--- src/rtl/rr_mux_arbiter.sv ---
// rr_mux_arbiter: round-robin burst arbiter driving a mux select with valid/ready toward the consumer.
// Grants one source for up to BURST_LEN beats, then always spends one IDLE cycle before re-arbitrating.
module rr_mux_arbiter #(
   parameter int NUM_SLCT_LNS = 2,
   parameter int BURST_LEN    = 4
) (
   input  logic                         i_clk,
   input  logic                         i_rst,
   input  logic [(2**NUM_SLCT_LNS)-1:0] i_req,
   output logic [(2**NUM_SLCT_LNS)-1:0] o_ready,
   output logic [(2**NUM_SLCT_LNS)-1:0] o_grant,
   output logic [NUM_SLCT_LNS-1:0]      o_select,
   output logic                         o_valid,
   input  logic                         i_out_ready,
   output logic                         o_busy
);
   localparam int N  = 2**NUM_SLCT_LNS;
   localparam int SW = NUM_SLCT_LNS;
   localparam int CW = $clog2(BURST_LEN+1);
   localparam logic [CW-1:0] LAST = CW'(BURST_LEN-1);

   typedef enum logic {IDLE, GRANT} state_t;

   state_t          r_state, w_state_nxt;
   logic [SW-1:0]   r_g, w_g_nxt;
   logic [SW-1:0]   r_ptr, w_ptr_nxt;
   logic [CW-1:0]   r_cnt, w_cnt_nxt;
   logic [SW-1:0]   w_win;
   logic            w_xfer;

   always_ff @(posedge i_clk or posedge i_rst) begin
      if (i_rst) begin
         r_state <= IDLE;
         r_g     <= '0;
         r_ptr   <= '0;
         r_cnt   <= '0;
      end else begin
         r_state <= w_state_nxt;
         r_g     <= w_g_nxt;
         r_ptr   <= w_ptr_nxt;
         r_cnt   <= w_cnt_nxt;
      end
   end

   // Scan downward so the requester closest to ptr is assigned last and wins.
   always_comb begin
      w_win = r_ptr;
      for (int k = N-1; k >= 0; k--)
         if (i_req[r_ptr + SW'(k)]) w_win = r_ptr + SW'(k);
   end

   assign o_busy   = (r_state == GRANT);
   assign o_select = r_g;
   assign o_valid  = o_busy & i_req[r_g];
   assign o_grant  = o_busy ? (N'(1) << r_g) : '0;
   assign o_ready  = (o_valid & i_out_ready) ? o_grant : '0;
   assign w_xfer   = o_valid & i_out_ready;

   always_comb begin
      w_state_nxt = r_state;
      w_g_nxt     = r_g;
      w_ptr_nxt   = r_ptr;
      w_cnt_nxt   = r_cnt;
      if (r_state == IDLE) begin
         if (|i_req) begin
            w_state_nxt = GRANT;
            w_g_nxt     = w_win;
            w_cnt_nxt   = '0;
         end
      end else if (!i_req[r_g] || (w_xfer && r_cnt == LAST)) begin
         w_state_nxt = IDLE;
         w_ptr_nxt   = r_g + SW'(1);
         w_cnt_nxt   = '0;
      end else if (w_xfer) begin
         w_cnt_nxt   = r_cnt + CW'(1);
      end
   end
endmodule
--- config.mk ---
export PLATFORM = sky130hd
export DESIGN_NAME = rr_mux_arbiter
export DESIGN_NICKNAME = d
export VERILOG_FILES = /design/src/rtl/rr_mux_arbiter.sv
export SDC_FILE = /design/constraint.sdc
export NUM_CORES = 1
export LEC_CHECK = 0
export ABC_AREA = 1
export ABC_CLOCK_PERIOD_IN_PS = 3500
export CAP_MARGIN = 10
export CORE_MARGIN = 3
export CORE_UTILIZATION = 54
export CTS_BUF_LIST = sky130_fd_sc_hd__clkbuf_8
export CTS_CLUSTER_SIZE = 24
export DETAILED_ROUTE_END_ITERATION = 8
export GPL_TIMING_DRIVEN = 0
export PLACE_DENSITY = 0.86
export SYNTH_ARGS = -nofsm -noshare
export SYNTH_HDL_FRONTEND = slang
export SYNTH_SLANG_ARGS = --single-unit
--- constraint.sdc ---
create_clock -name i_clk -period 3.5 [get_ports i_clk]
set_input_delay 0.35 -clock i_clk [delete_from_list [all_inputs] [get_ports i_clk]]
set_output_delay 0.35 -clock i_clk [all_outputs]
set_load 0.005 [all_outputs]
Word level (Yosys, flattened, before mapping)

Cells that the tools add are included.

Mux-type cells: 23
Equal/unequal tests: 2
Shifts and indexed selects: 1
Multipliers: 0
Bitwise operators: 3
Div/mod/pow operators: 0
$lt $le $gt $ge: 5
Add/sub/neg operators: 5
Reduce and logical (&&, ||, !) cells: 8

Operators by type and width:

| operator                                                                 | count |
|---|---|
| 2-bit by 3-bit < comparator with 1-bit output (second input constant)    | 5 |
| 3-bit two-way mux                                                        | 4 |
| 1-bit binary-select mux with 2-bit select                                | 5 |
| 1-bit two-way mux                                                        | 8 |
| 2-bit two-way mux                                                        | 4 |
| 4-bit two-way mux                                                        | 2 |
| 2-bit AND reduction                                                      | 3 |
| 2-bit by 1-bit adder with 2-bit output (second input constant)           | 2 |
| 2-bit adder (second input constant)                                      | 2 |
| 4-bit OR reduction                                                       | 1 |
| 1-bit by 2-bit left shift with 4-bit output (first input constant)       | 1 |
| 3-bit by 1-bit adder with 3-bit output (second input constant)           | 1 |
| 3-bit by 2-bit equality test with 1-bit output (second input constant)   | 1 |
| 3-bit by 1-bit inequality test with 1-bit output (second input constant) | 1 |
| 1-bit bitwise AND                                                        | 2 |
| 2-bit nonzero test                                                       | 1 |
| 1-bit logical AND                                                        | 1 |
| 1-bit logical NOT                                                        | 1 |
| 1-bit logical OR                                                         | 1 |
| 1-bit NOT                                                                | 1 |

Memories kept: 0
Bits in read-only memories: 0
Input bits: 7
Output and inout port bits: 12
Latch bits: 0
Bits in writable memories: 0
Register bits: 8

Logic depth before layout (Yosys ltp)

Gate-level depths: netlist (run 1).

Depth after elaboration: 8
Gate-level depth with buffers: 13
Depth with buffers taken out: 12

Worst setup path before layout (run 1)

No wires, ideal clock.

Path type: reg2out
Start: reg r_g[0] (netlist: o_select[0])
End: out o_ready[0]
Cell stages (with the launch flop): 8
Arrival: 1.037 ns
Path buffers: 0
Path slack: 2.113 ns
Cells stage by stage: dfrtp_1 > inv_2 > nand2_1 > nand3_2 > nand2_4 > nor2_4 > nand2_4 > nor2_1

Longest elaborated chain between the ends: 5
Elaborated cells on any way between the ends: 7
Those cells by class: shift (1); mux (4); bitwise (2)

RTL lines:

| what                                      | RTL line | source |
|---|---|---|
| from (decl)                               | 25       | `logic [SW-1:0] r_g, w_g_nxt;` |
| from (signal assigned)                    | 39       | `r_g <= w_g_nxt;` |
| 1-bit binary-select mux with 2-bit select | 54       | `assign o_valid = o_busy & i_req[r_g];` |
| 1-bit two-way mux (implied by the code)   | 54       |  |
| 1-bit bitwise AND                         | 54       |  |
| via o_valid                               | 13       | `output logic o_valid,` |
| 1-bit bitwise AND                         | 56       | `assign o_ready = (o_valid & i_out_ready) ? o_grant : '0;` |
| 4-bit two-way mux                         | 56       |  |
| to (decl)                                 | 10       | `output logic [(2**NUM_SLCT_LNS)-1:0] o_ready,` |

The timed path passes the listed nets, and every way through them passes these cells. The select of a mux whose other input is x is not followed.

Worst setup path after layout (run 1)

Start: in i_req[1]
End: out o_ready[0]

Longest elaborated chain between the ends: 5

RTL lines:

| what                                      | RTL line | source |
|---|---|---|
| from (decl)                               | 9        | `input logic [(2**NUM_SLCT_LNS)-1:0] i_req,` |
| 1-bit binary-select mux with 2-bit select | 54       |  |
| 1-bit two-way mux (implied by the code)   | 54       |  |
| 1-bit bitwise AND                         | 54       |  |
| 1-bit bitwise AND                         | 56       |  |
| 4-bit two-way mux                         | 56       |  |

Every way passes these cells. The select of a mux whose other input is x is not followed.

==> metrics.md, run 1 <==
| Metric | Value |
|---|---|
| Status | finished clean |
| FF+latch count, synth | 8 |
| Vias per std cell | 4.98 |
| Synth Cell Area | a little under 800 sq um |
| Static Leak | roughly 0.57 nW |
| Crit path max fanout | 6 |
| Initial antenna violation count | 0 |
| Filler cells | 110 |
| Tot GR Track Use | 0.198 |
| Area of the multi-input gates | ~460 sq um |
| Layout cell share with drive strength beyond 1 | 0.129 |
| Most common cell after layout, fill and taps aside | nand2_1 |
| Final Max Slew Viols | 0 |
| Vias in the first global route | 753 |
| Placeable Area | 1330 sq um |
| Postcts setup bufs | 0 |
| Register share of total power | 0.191 |
| Die Span Y | 44.0 um |
| Worst Path Arrival | 1.90 ns |
| Pint | 0.485 mW |
| Worst Path Class, Setup | input port to output port |
| DRT antenna net count | 0 |
| GPL Wtd Cong | 0.831 |
| Crit path cell chain | clkdlybuf4s50_1 -> nand2_1 -> nand3_2 -> nand2_4 -> nor2_4 -> nand2_4 -> nor2_1 -> clkdlybuf4s50_1 |
| Clk root buf | clkbuf_8 |
| Netlist cell types | 20 |
| Final hold violation count | 0 |
| Share of the synthesized area in the top cell type | 0.257 |
| Largest net degree at the start of global routing | 11 |
| Synth area leader | dfrtp_1 |
| Clk_lat worst skew | 0.22 ns |
| Setup TNS | 0 ns |
| Combinational fraction of design power | 0.690 |
| R2R Setup Slk | 2.04 ns |
| Final clock skew | 0.000825 ns |
| Hold Buf Count CTS | 0 |
| Worst Tran Pin Value | ~0.37 ns |
| Setup crit start kind | input port |
| NetSw | ~0.42 mW |
| Min Tclk post-route | 2.25 ns |
| Finish-stage setup viols | 0 |
| First-pass GRT wire length | 2940 um |
| Largest stage delay, worst path | 0.50 ns |
| Avg Cell Area, Syn | 6.55 sq um |
| Via count | 772 |
| Ant. Diodes | 0 |
| Ports | 19 |
| Die area | 1940 sq um |
| DR iter-0 viols | 17 |
| Placement Rows | 13 |
| Maximum clock frequency | 444 MHz |
| Die Width | 44.0 um |
| Crit. End Element | output port |
| Fin crit share | 0.644 |
| Min-Delay Path Class | input port to async pin |
| Max-slew headroom | 0.747 |
| CP required | 3.15 ns |
| Final instance area | a little over 1000 sq um |
| PwrDens | 888 nW/um^2 |
| Syn nets | 132 |
| Post-CTS sizing | 0 |
| Sw Ratio | 0.464 |
| Post-DP Area | 978 sq um |
| Clock power frac | 0.119 |
| Starting density of the core | 0.584 |
| Bufs on Longest Clock Path | 2 |
| Power Total | roughly 0.91 mW |
| Gate Count Post-Synth | around 120 |
| Register Area | 200 sq um |
| H-tree levels | 1 |
| TritonCTS clock tree | built |
| Most frequent cells in the layout | 47 x nand2_1, 18 x inv_1, 18 x clkdlybuf4s50_1 |
| Pre-antenna DRT Iters | 4 |
| Slowest-stage cell, CP | clkdlybuf4s50_1 |
| RSZ-0062 raised after global routing | false |
| DP Wirelength | roughly 1300 um |
| Drt wl/cell | 10.8 um |
| Synth area leaders | dfrtp_1 26%, nand2_1 23%, ha_1 9.6% |
| Sequential element share of the synthesized area | 0.257 |
| Max-cap viol count | 0 |
| VDD IR max | 0.000529 V |
| CTS sink count | 8 |
| Clock slew at reported path FFs | 0.04 ns |
| Area Overhead vs Synth | 30.8% |
| DRC | 0 |
| Final net count | 155 |
| Final wirelength | 1680 um |
| # port buffers | 18 |
| GRT overflow | 0 |
| Warnings, synthesis | 0 |
| Num CTS Buffers | 3 |
==> registers in the layout (all words and copies together) (netlist names) <==
name	flops
r_cnt	3
o_select	2
r_ptr	2
o_busy	1
==> path summary, 6_finish.rpt <==
path | startpoint | to | cells after the start
setup / recovery | i_req[1] | o_ready[0] | 8
hold / removal | i_rst | r_ptr[1]$_DFFE_PP0P_ | 2
setup reg to reg | o_select[0]$_DFFE_PP0P_ | r_ptr[1]$_DFFE_PP0P_ | 10
hold reg to reg | r_cnt[0]$_DFFE_PP0P_ | r_cnt[0]$_DFFE_PP0P_ | 1
max in group asynchronous | i_rst | o_busy$_DFF_PP0_ | 2
min in group i_clk | r_cnt[0]$_DFFE_PP0P_ | r_cnt[0]$_DFFE_PP0P_ | 1
==> power by group through the flow <==
stage | Combinational (mW) | Sequential, mW | Clock (mW)
after floorplan | 0.432 | 0.167 | 0
after global placement | 0.595 | 0.171 | 0
after detailed placement | 0.616 | 0.174 | 0
after CTS | 0.623 | 0.173 | 0.110
after global routing | 0.707 | 0.179 | 0.113
final | 0.624 | 0.173 | 0.108
==> synth_stat cells <==
cell	n
buf_6	2
clkbuf_8	1
nor2_4	1
o21bai_4	1
nand3_2	2
nor2_2	1
inv_1	18
nand2_1	47
a21oi_1	1
nand2_2	2
o21ai_1	3
a31oi_1	1
nand3_1	12
nor2_1	5
nand2_4	2
ha_1	6
o21ai_0	2
inv_2	3
nand4_1	1
dfrtp_1	8
==> cells by family after synthesis <==
family	count (synthesis)	share of synthesized area
AND/OR/NAND/NOR	73	0.429
buffers and inverters	24	0.148
flip-flops	8	0.257
adder cells (fa/ha/maj)	6	0.0963
AO/OA/AOI/OAI	8	0.0706
==> worst max-delay path, delay by kind of cell <==
| kind | cells | cell delay, ns |
|---|---|---|
| buf+inv | 2 | 1.00 |
| simple gates | 6 | 0.55 |
==> per-layer routing <==
metal,GRT usage,share of wire,up-vias,wire (um)
li1,-,-,407,-
met1,0.259,0.45,330,755
met2,0.308,0.47,29,785
met3,0.0290,0.055,6,92
met4,0.114,0.025,0,42
met5,0,0,-,0
==> stage by stage <==
| step | worst slack (ns) | util | std cells | hold slack (ns) |
|---|---|---|---|---|
| after global placement | 1.27 | 0.734 | 152 | 0.474 |
| after floorplan | 2.11 | - | 119 | 0.166 |
| final | 1.25 | 0.765 | 155 | 0.360 |
| after global routing | 1.11 | 0.765 | 155 | 0.400 |
| after CTS | 1.24 | 0.765 | 155 | 0.373 |
| after detailed placement | 1.24 | 0.734 | 152 | 0.492 |
==> area by class of cell <==
class,instances,area share
plain buffers,3,0.0356
well taps,15,0.0184
inverters,21,0.0773
flip-flops and latches,8,0.196
repair buffers,18,0.177
clock buffers,3,0.0405
multi-input cells,87,0.455
No activity file was read; power rests on OpenSTA's default activity.
==> inputs of run 2 (changes only) <==
--- a/config.mk
+++ b/config.mk
@@ -6,15 +6,15 @@
 export NUM_CORES = 1
 export LEC_CHECK = 0
 export ABC_AREA = 1
-export ABC_CLOCK_PERIOD_IN_PS = 3500
+export ABC_CLOCK_PERIOD_IN_PS = 2000
 export CAP_MARGIN = 10
 export CORE_MARGIN = 3
-export CORE_UTILIZATION = 54
+export CORE_UTILIZATION = 45
 export CTS_BUF_LIST = sky130_fd_sc_hd__clkbuf_8
 export CTS_CLUSTER_SIZE = 24
 export DETAILED_ROUTE_END_ITERATION = 8
 export GPL_TIMING_DRIVEN = 0
-export PLACE_DENSITY = 0.86
+export PLACE_DENSITY = 0.77
 export SYNTH_ARGS = -nofsm -noshare
 export SYNTH_HDL_FRONTEND = slang
 export SYNTH_SLANG_ARGS = --single-unit
==> constraint.sdc (replaced) <==
create_clock -name i_clk -period 2 [get_ports i_clk]
set_input_delay 0.2 -clock i_clk [delete_from_list [all_inputs] [get_ports i_clk]]
set_output_delay 0.2 -clock i_clk [all_outputs]
set_load 0.005 [all_outputs]
==> run 2 against run 1 <==
Hold slack got worse by 0.14 ns. Critical path depth fell by 2. Register-to-register slack got worse by 1.4 ns. Clock skew rose by 0.00098 ns. Largest cell class unchanged. Largest power group unchanged.
==> metrics.md, run 2 (same netlist as run 1, synthesis figures left out) <==
| Metric | Value |
|---|---|
| Status | finished clean |
| Crit. End Element | output port |
| Max-cap viol count | 0 |
| Final wirelength | 1630 um |
| Die Width | 47.6 um |
| Vias in the first global route | 594 |
| Placed insts | roughly 150 |
| Clk_lat worst skew | between 0.2 and 0.25 ns |
| Hold Buf Count CTS | 0 |
| Min Tclk post-route | 1.79 ns |
| Starting density of the core | 0.494 |
| Via count | 749 |
| DRT antenna net count | 0 |
| Final Max Slew Viols | 0 |
| Vias per std cell | about 4.8 |
| H-tree levels | 1 |
| Largest Register | r_cnt |
| Worst r2r path cells | 13 |
| Area Overhead vs Synth | 33.9% |
| Placement Rows | 14 |
| Final clock skew | 0.00181 ns |
| First-pass GRT wire length | roughly 2600 um |
| Placeable Area | 1580 sq um |
| Most common cell after layout, fill and taps aside | nand2_1 |
| Ports | 19 |
| Fin cells | ~160 |
| Worst Path Arrival | 1.59 ns |
| Worst Path Class, Setup | flop to output port |
| # port buffers | 18 |
| Setup crit start kind | flop |
| GPL Wtd Cong | 0.867 |
| DP Wirelength | 1330 um |
| Finish-stage setup viols | 0 |
| Setup TNS | 0 ns |
| Initial antenna violation count | 0 |
| Largest net degree at the start of global routing | 11 |
| Maximum clock frequency | 558 MHz |
| DRC | 0 |
| Worst hold slack | 0.225 ns |
| Final net count | about 160 |
| Bufs on Longest Clock Path | 2 |
| Max-slew headroom | 0.783 |
| Die area | 2270 sq um |
| Fin crit share | 0.897 |
| Final hold violation count | 0 |
| Ant. Diodes | 0 |
| Num CTS Buffers | 3 |
| Tot GR Track Use | 0.165 |
| Clock slew at reported path FFs | approximately 0.040 ns |
| Drt wl/cell | 10.4 um |
| DR iter-0 viols | 9 |
| GRT overflow | 0 |
| Min-Delay Path Class | input port to async pin |
| CTS sink count | 8 |
| VDD IR max | 0.000756 V |
| Clk root buf | clkbuf_8 |
| Layout cell share with drive strength beyond 1 | 0.149 |
| CP required | 1.80 ns |
| Most frequent cells in the layout | 47 x nand2_1, 18 x inv_1, 14 x clkdlybuf4s50_1 |
| Crit path max fanout | 6 |
| TritonCTS clock tree | built |
| Die Span Y | 47.6 um |
| Max reg flops | 3 |
| PwrDens | 1510 nW/um^2 |
| RSZ-0062 raised after global routing | false |
| Static Leak | 0.649 nW |
| Worst Tran Pin Value | between 0.3 and 0.4 ns |
| Pre-antenna DRT Iters | 4 |
| Power Total | between 1.5 and 2 mW |
==> run 2: changes by cell type in the layout (fill, tap and decap cells not counted), sizes merged <==
cell,delta
buf,+1
clkdlybuf4s50,-4
dlymetal6s2s,+4
==> run 2: final cells by class <==
class / count / area (sq um)
clock buffer: 3 / 41.3
sequential: 8 / 203
fill: 147 / 533
tap: 16 / 20.0
multi-input combinational: 87 / 464
inverter: 21 / 81.3
buffer: 3 / 36.3
timing repair buffer: 19 / 198
==> run 2: power breakdown <==
part / switching, mW / internal, mW / total [mW]
Combinational: 0.593 / 0.494 / 1.09
Sequential: 0.0662 / 0.238 / 0.304
Clock: 0.0576 / 0.130 / 0.187
==> run 2: timing repair <==
| action | CTS | global route |
|---|---|---|
| setup buffers | 0 | 1 |
| setup endpoints to repair | 4 | 4 |
| resized for setup | 2 | 5 |
==> run 2: per-stage QoR <==
step	util	instance area (sq um)	setup slack (ns)
finish	0.662	1040	0.207
global route	0.662	1040	0.129
CTS	0.650	1020	0.00534
detailed placement	0.621	980	0.0344
global placement	0.621	980	0.0628
floorplan	-	779	0.673
==> run 2: worst max-delay path, stage by stage, from the launching register on <==
cell and delay, ns:
dfrtp_2 0.45, inv_4 0.09, nand2_1 0.06, nand3_2 0.08, nand2_4 0.07, nor2_4 0.10
clkdlybuf4s50_1 0.52
==> run 2: path summary, 6_finish.rpt <==
path | start | endpoint | slack (ns)
worst max register to register | r_ptr[0]$_DFFE_PP0P_ | o_select[0]$_DFFE_PP0P_ | 0.62
worst min-delay path | i_rst | r_ptr[0]$_DFFE_PP0P_ | 0.22
worst min register to register | r_cnt[0]$_DFFE_PP0P_ | r_cnt[0]$_DFFE_PP0P_ | 0.49
max in group asynchronous | i_rst | o_select[0]$_DFFE_PP0P_ | 1.52
min in group i_clk | r_cnt[0]$_DFFE_PP0P_ | r_cnt[0]$_DFFE_PP0P_ | 0.49
worst max-delay path | o_select[0]$_DFFE_PP0P_ | o_valid | 0.21
==> run 2: metal layers <==
metal / vias up / GRT usage / wire length [um] / part of all wire
li1: 411 / - / - / -
met1: 314 / 0.214 / 757 / 0.47
met2: 22 / 0.262 / 782 / 0.48
met3: 2 / 0.0451 / 76 / 0.047
met4: 0 / 0.0645 / 10 / 0.0061
met5: - / 0 / 0 / 0
==> inputs of run 3 (changes only) <==
--- a/config.mk
+++ b/config.mk
@@ -6,7 +6,7 @@
 export NUM_CORES = 1
 export LEC_CHECK = 0
 export ABC_AREA = 1
-export ABC_CLOCK_PERIOD_IN_PS = 2000
+export ABC_CLOCK_PERIOD_IN_PS = 1640
 export CAP_MARGIN = 10
 export CORE_MARGIN = 3
 export CORE_UTILIZATION = 45
==> constraint.sdc (replaced) <==
create_clock -name i_clk -period 1.64 [get_ports i_clk]
set_input_delay 0.328 -clock i_clk [delete_from_list [all_inputs] [get_ports i_clk]]
set_output_delay 0.328 -clock i_clk [all_outputs]
set_load 0.005 [all_outputs]
==> run 3 against run 2 <==
The run now ends with negative setup slack left. Non-clock buffer count is 7 higher. Register-to-register slack worse by 0.46 ns. Routed wire length is 11% higher. Combinational power is 31% higher. Setup slack worse by 0.24 ns. Cell count is 4.5% higher. Utilization is 0.71 points higher. Hold slack better by 0.12 ns. Critical endpoint is now o_ready[0]. Highest routed layer unchanged.
==> metrics.md, run 3 (same netlist as run 1, synthesis figures left out) <==
| Metric | Value |
|---|---|
| Worst r2r path cells | 11 |
| Ports | 19 |
| Post-DP Area | 980 sq um |
| DR top layer | met4 |
| Max-slew headroom | 0.780 |
| Met3 wire length | ~50 um |
| Worst hold slack | roughly 0.35 ns |
| Most frequent cells in the layout | 46 x nand2_1, 17 x inv_1, 12 x nand3_1 |
| Pre-CTS WS | -0.582 ns |
| Final clock skew | approximately 0.0032 ns |
| First-pass GRT wire length | 2820 um |
| Final instance area | 1050 sq um |
| Die Span Y | 47.6 um |
| GRT overflow | 0 |
| Setup crit start kind | flop |
| Final Max Slew Viols | 0 |
| DP Wirelength | 1330 um |
| CTS sink count | 8 |
| DRC | 0 |
| Final net count | ~160 |
| Filler cells | roughly 150 |
| H-tree levels | 1 |
| Placement Rows | 14 |
| Largest net degree at the start of global routing | 11 |
| Max reg flops | 3 |
| Crit path max-delay family | simple AND/OR/NAND/NOR gates |
| Crit path cell chain | inv_4 -> nand2_1 -> nand3_2 -> nand2_4 -> nor2_4 -> nand2_4 -> nor2_1 -> buf_2 |
| RSZ-0062 raised after global routing | true |
| Crit. End Element | output port |
| DR iter-0 viols | 8 |
| WL met2 | 913 um |
| Worst Path Class, Setup | flop to output port |
| Drt wl/cell | 11.0 um |
| Starting density of the core | 0.494 |
| Maximum clock frequency | 597 MHz |
| R2R Setup Slk | 0.16 ns |
| Static Leak | 0.632 nW |
| DRT antenna net count | 0 |
| Die Width | about 48 um |
| Fin crit share | 1.02 |
| Layout cell share with drive strength beyond 1 | 0.264 |
| Area of the multi-input gates | 472 sq um |
| Bufs on Longest Clock Path | 2 |
| CP required | roughly 1.3 ns |
| Wl on met1 | 820 um |
| Clk root buf | clkbuf_8 |
| Setup WS post-layout | -0.0340 ns |
| Register Area | 203 sq um |
| Reg-to-reg endpoint | r_ptr[1]$_DFFE_PP0P_ |
| Slowest-stage cell, CP | dfrtp_2 |
| VDD IR max | slightly above 0.0009 V |
| Initial antenna violation count | 0 |
| Final wirelength | 1810 um |
| Finish-stage setup viols | 6 |
| Failing checks | negative setup slack |
| PwrDens | 1930 nW/um^2 |
| Worst Tran Pin Value | 0.326 ns |
| Clk_lat worst skew | roughly 0.23 ns |
| Vias in the first global route | 659 |
| Via count | 807 |
| Cell mode on critical path | nand2_4 |
| Min-Delay Path Class | input port to async pin |
| Vias per std cell | 4.92 |
| Worst Path Arrival | 1.35 ns |
| Die area | 2270 sq um |
| Crit path max fanout | 6 |
| Placeable Area | 1580 sq um |
| Area Overhead vs Synth | 35.3% |
| Pre-antenna DRT Iters | 4 |
| # port buffers | 18 |
| Status | complete, but fails checks |
| R2R Path Start | o_select[0]$_DFFE_PP0P_ |
| Ant. Diodes | 0 |
| Num CTS Buffers | 3 |
| GPL Wtd Cong | 0.867 |
| Bufs and invs on worst path | 2 |
| Tot GR Track Use | 0.186 |
| TritonCTS clock tree | built |
| Clock slew at reported path FFs | roughly 0.04 ns |
| Largest stage delay, worst path | 0.45 ns |
| Min Tclk post-route | 1.67 ns |
| Max-cap viol count | 0 |
| Largest Register | r_cnt |
| Final hold violation count | 0 |
| Most common cell after layout, fill and taps aside | nand2_1 |
-- run 3: cell count changes in the layout (fill, tap and decap cells not counted), moves of 2 or more --
cell	before	now
dlygate4sd2_1	0	6
dlymetal6s2s_1	4	0
nor2_1	5	3
buf_4	1	7
buf_2	0	5
nor2_2	1	3
clkbuf_2	0	2
clkdlybuf4s50_1	14	5
-- run 3: how the worst max path moves through the flow --
stage                            start    endpoint  slack (ns)  cells past startpoint
2_1_floorplan  o_select[0]$_DFFE_PP0P_  o_ready[0]        0.27                      7
3_3_place_gp                  i_req[1]  o_ready[2]       -0.55                      8
3_5_place_dp                  i_req[1]  o_ready[0]       -0.58                      8
4_1_cts        o_select[0]$_DFFE_PP0P_  o_grant[1]       -0.07                      5
5_1_grt        o_select[0]$_DFFE_PP0P_  o_ready[0]       -0.11                      8
6_report       o_select[0]$_DFFE_PP0P_  o_ready[0]       -0.03                      8
-- run 3: routing by layer --
metal  track usage  vias to the layer above
met5             0                        -
met4        0.0968                        0
met3        0.0451                        2
met2         0.321                       20
met1         0.212                      361
li1              -                      424
-- run 3: power breakdown --
part	leakage (nW)	switching (mW)	internal, mW
Clock	0.0216	0.0757	0.159
Combinational	0.513	0.779	0.655
Sequential	0.0980	0.0805	0.290
Total	0.632	0.935	1.10
-- run 3: cell type report --
class,count,area share
tap,16,0.0190
timing repair buffer,26,0.191
sequential,8,0.192
inverter,21,0.0771
buffer,3,0.0344
clock buffer,3,0.0391
multi-input combinational,87,0.447
-- run 3: per-stage QoR --
| step | power (mW) | util | cells | TNS, ns |
|---|---|---|---|---|
| 6_report | 2.04 | 0.669 | 164 | -0.145 |
| 2_1_floorplan | 1.28 | - | 119 | 0 |
| 4_1_cts | 2.00 | 0.663 | 163 | -0.384 |
| 3_5_place_dp | 1.68 | 0.621 | 153 | -3.14 |
| 5_1_grt | 2.25 | 0.669 | 164 | -0.573 |
| 3_3_place_gp | 1.64 | 0.621 | 153 | -2.81 |
-- run 3: repair_timing --
item	4_1_cts	5_1_grt
resized for setup	32	7
hold buffers	0	0
setup endpoints to repair	9	8
buffers inserted	7	1
hold endpoints to repair	0	0
pin swaps	7	6
-- run 3: worst register-to-register path: stages (launching register included) --
cell and delay [ns]:
dfrtp_2 0.45, inv_4 0.09, nand2_1 0.06, nand3_2 0.08, nand2_4 0.06, nor2_4 0.10
nand2_4 0.08, buf_4 0.15, o21bai_4 0.14, nand2_2 0.07, nand2_1 0.05, nand2_1 0.04
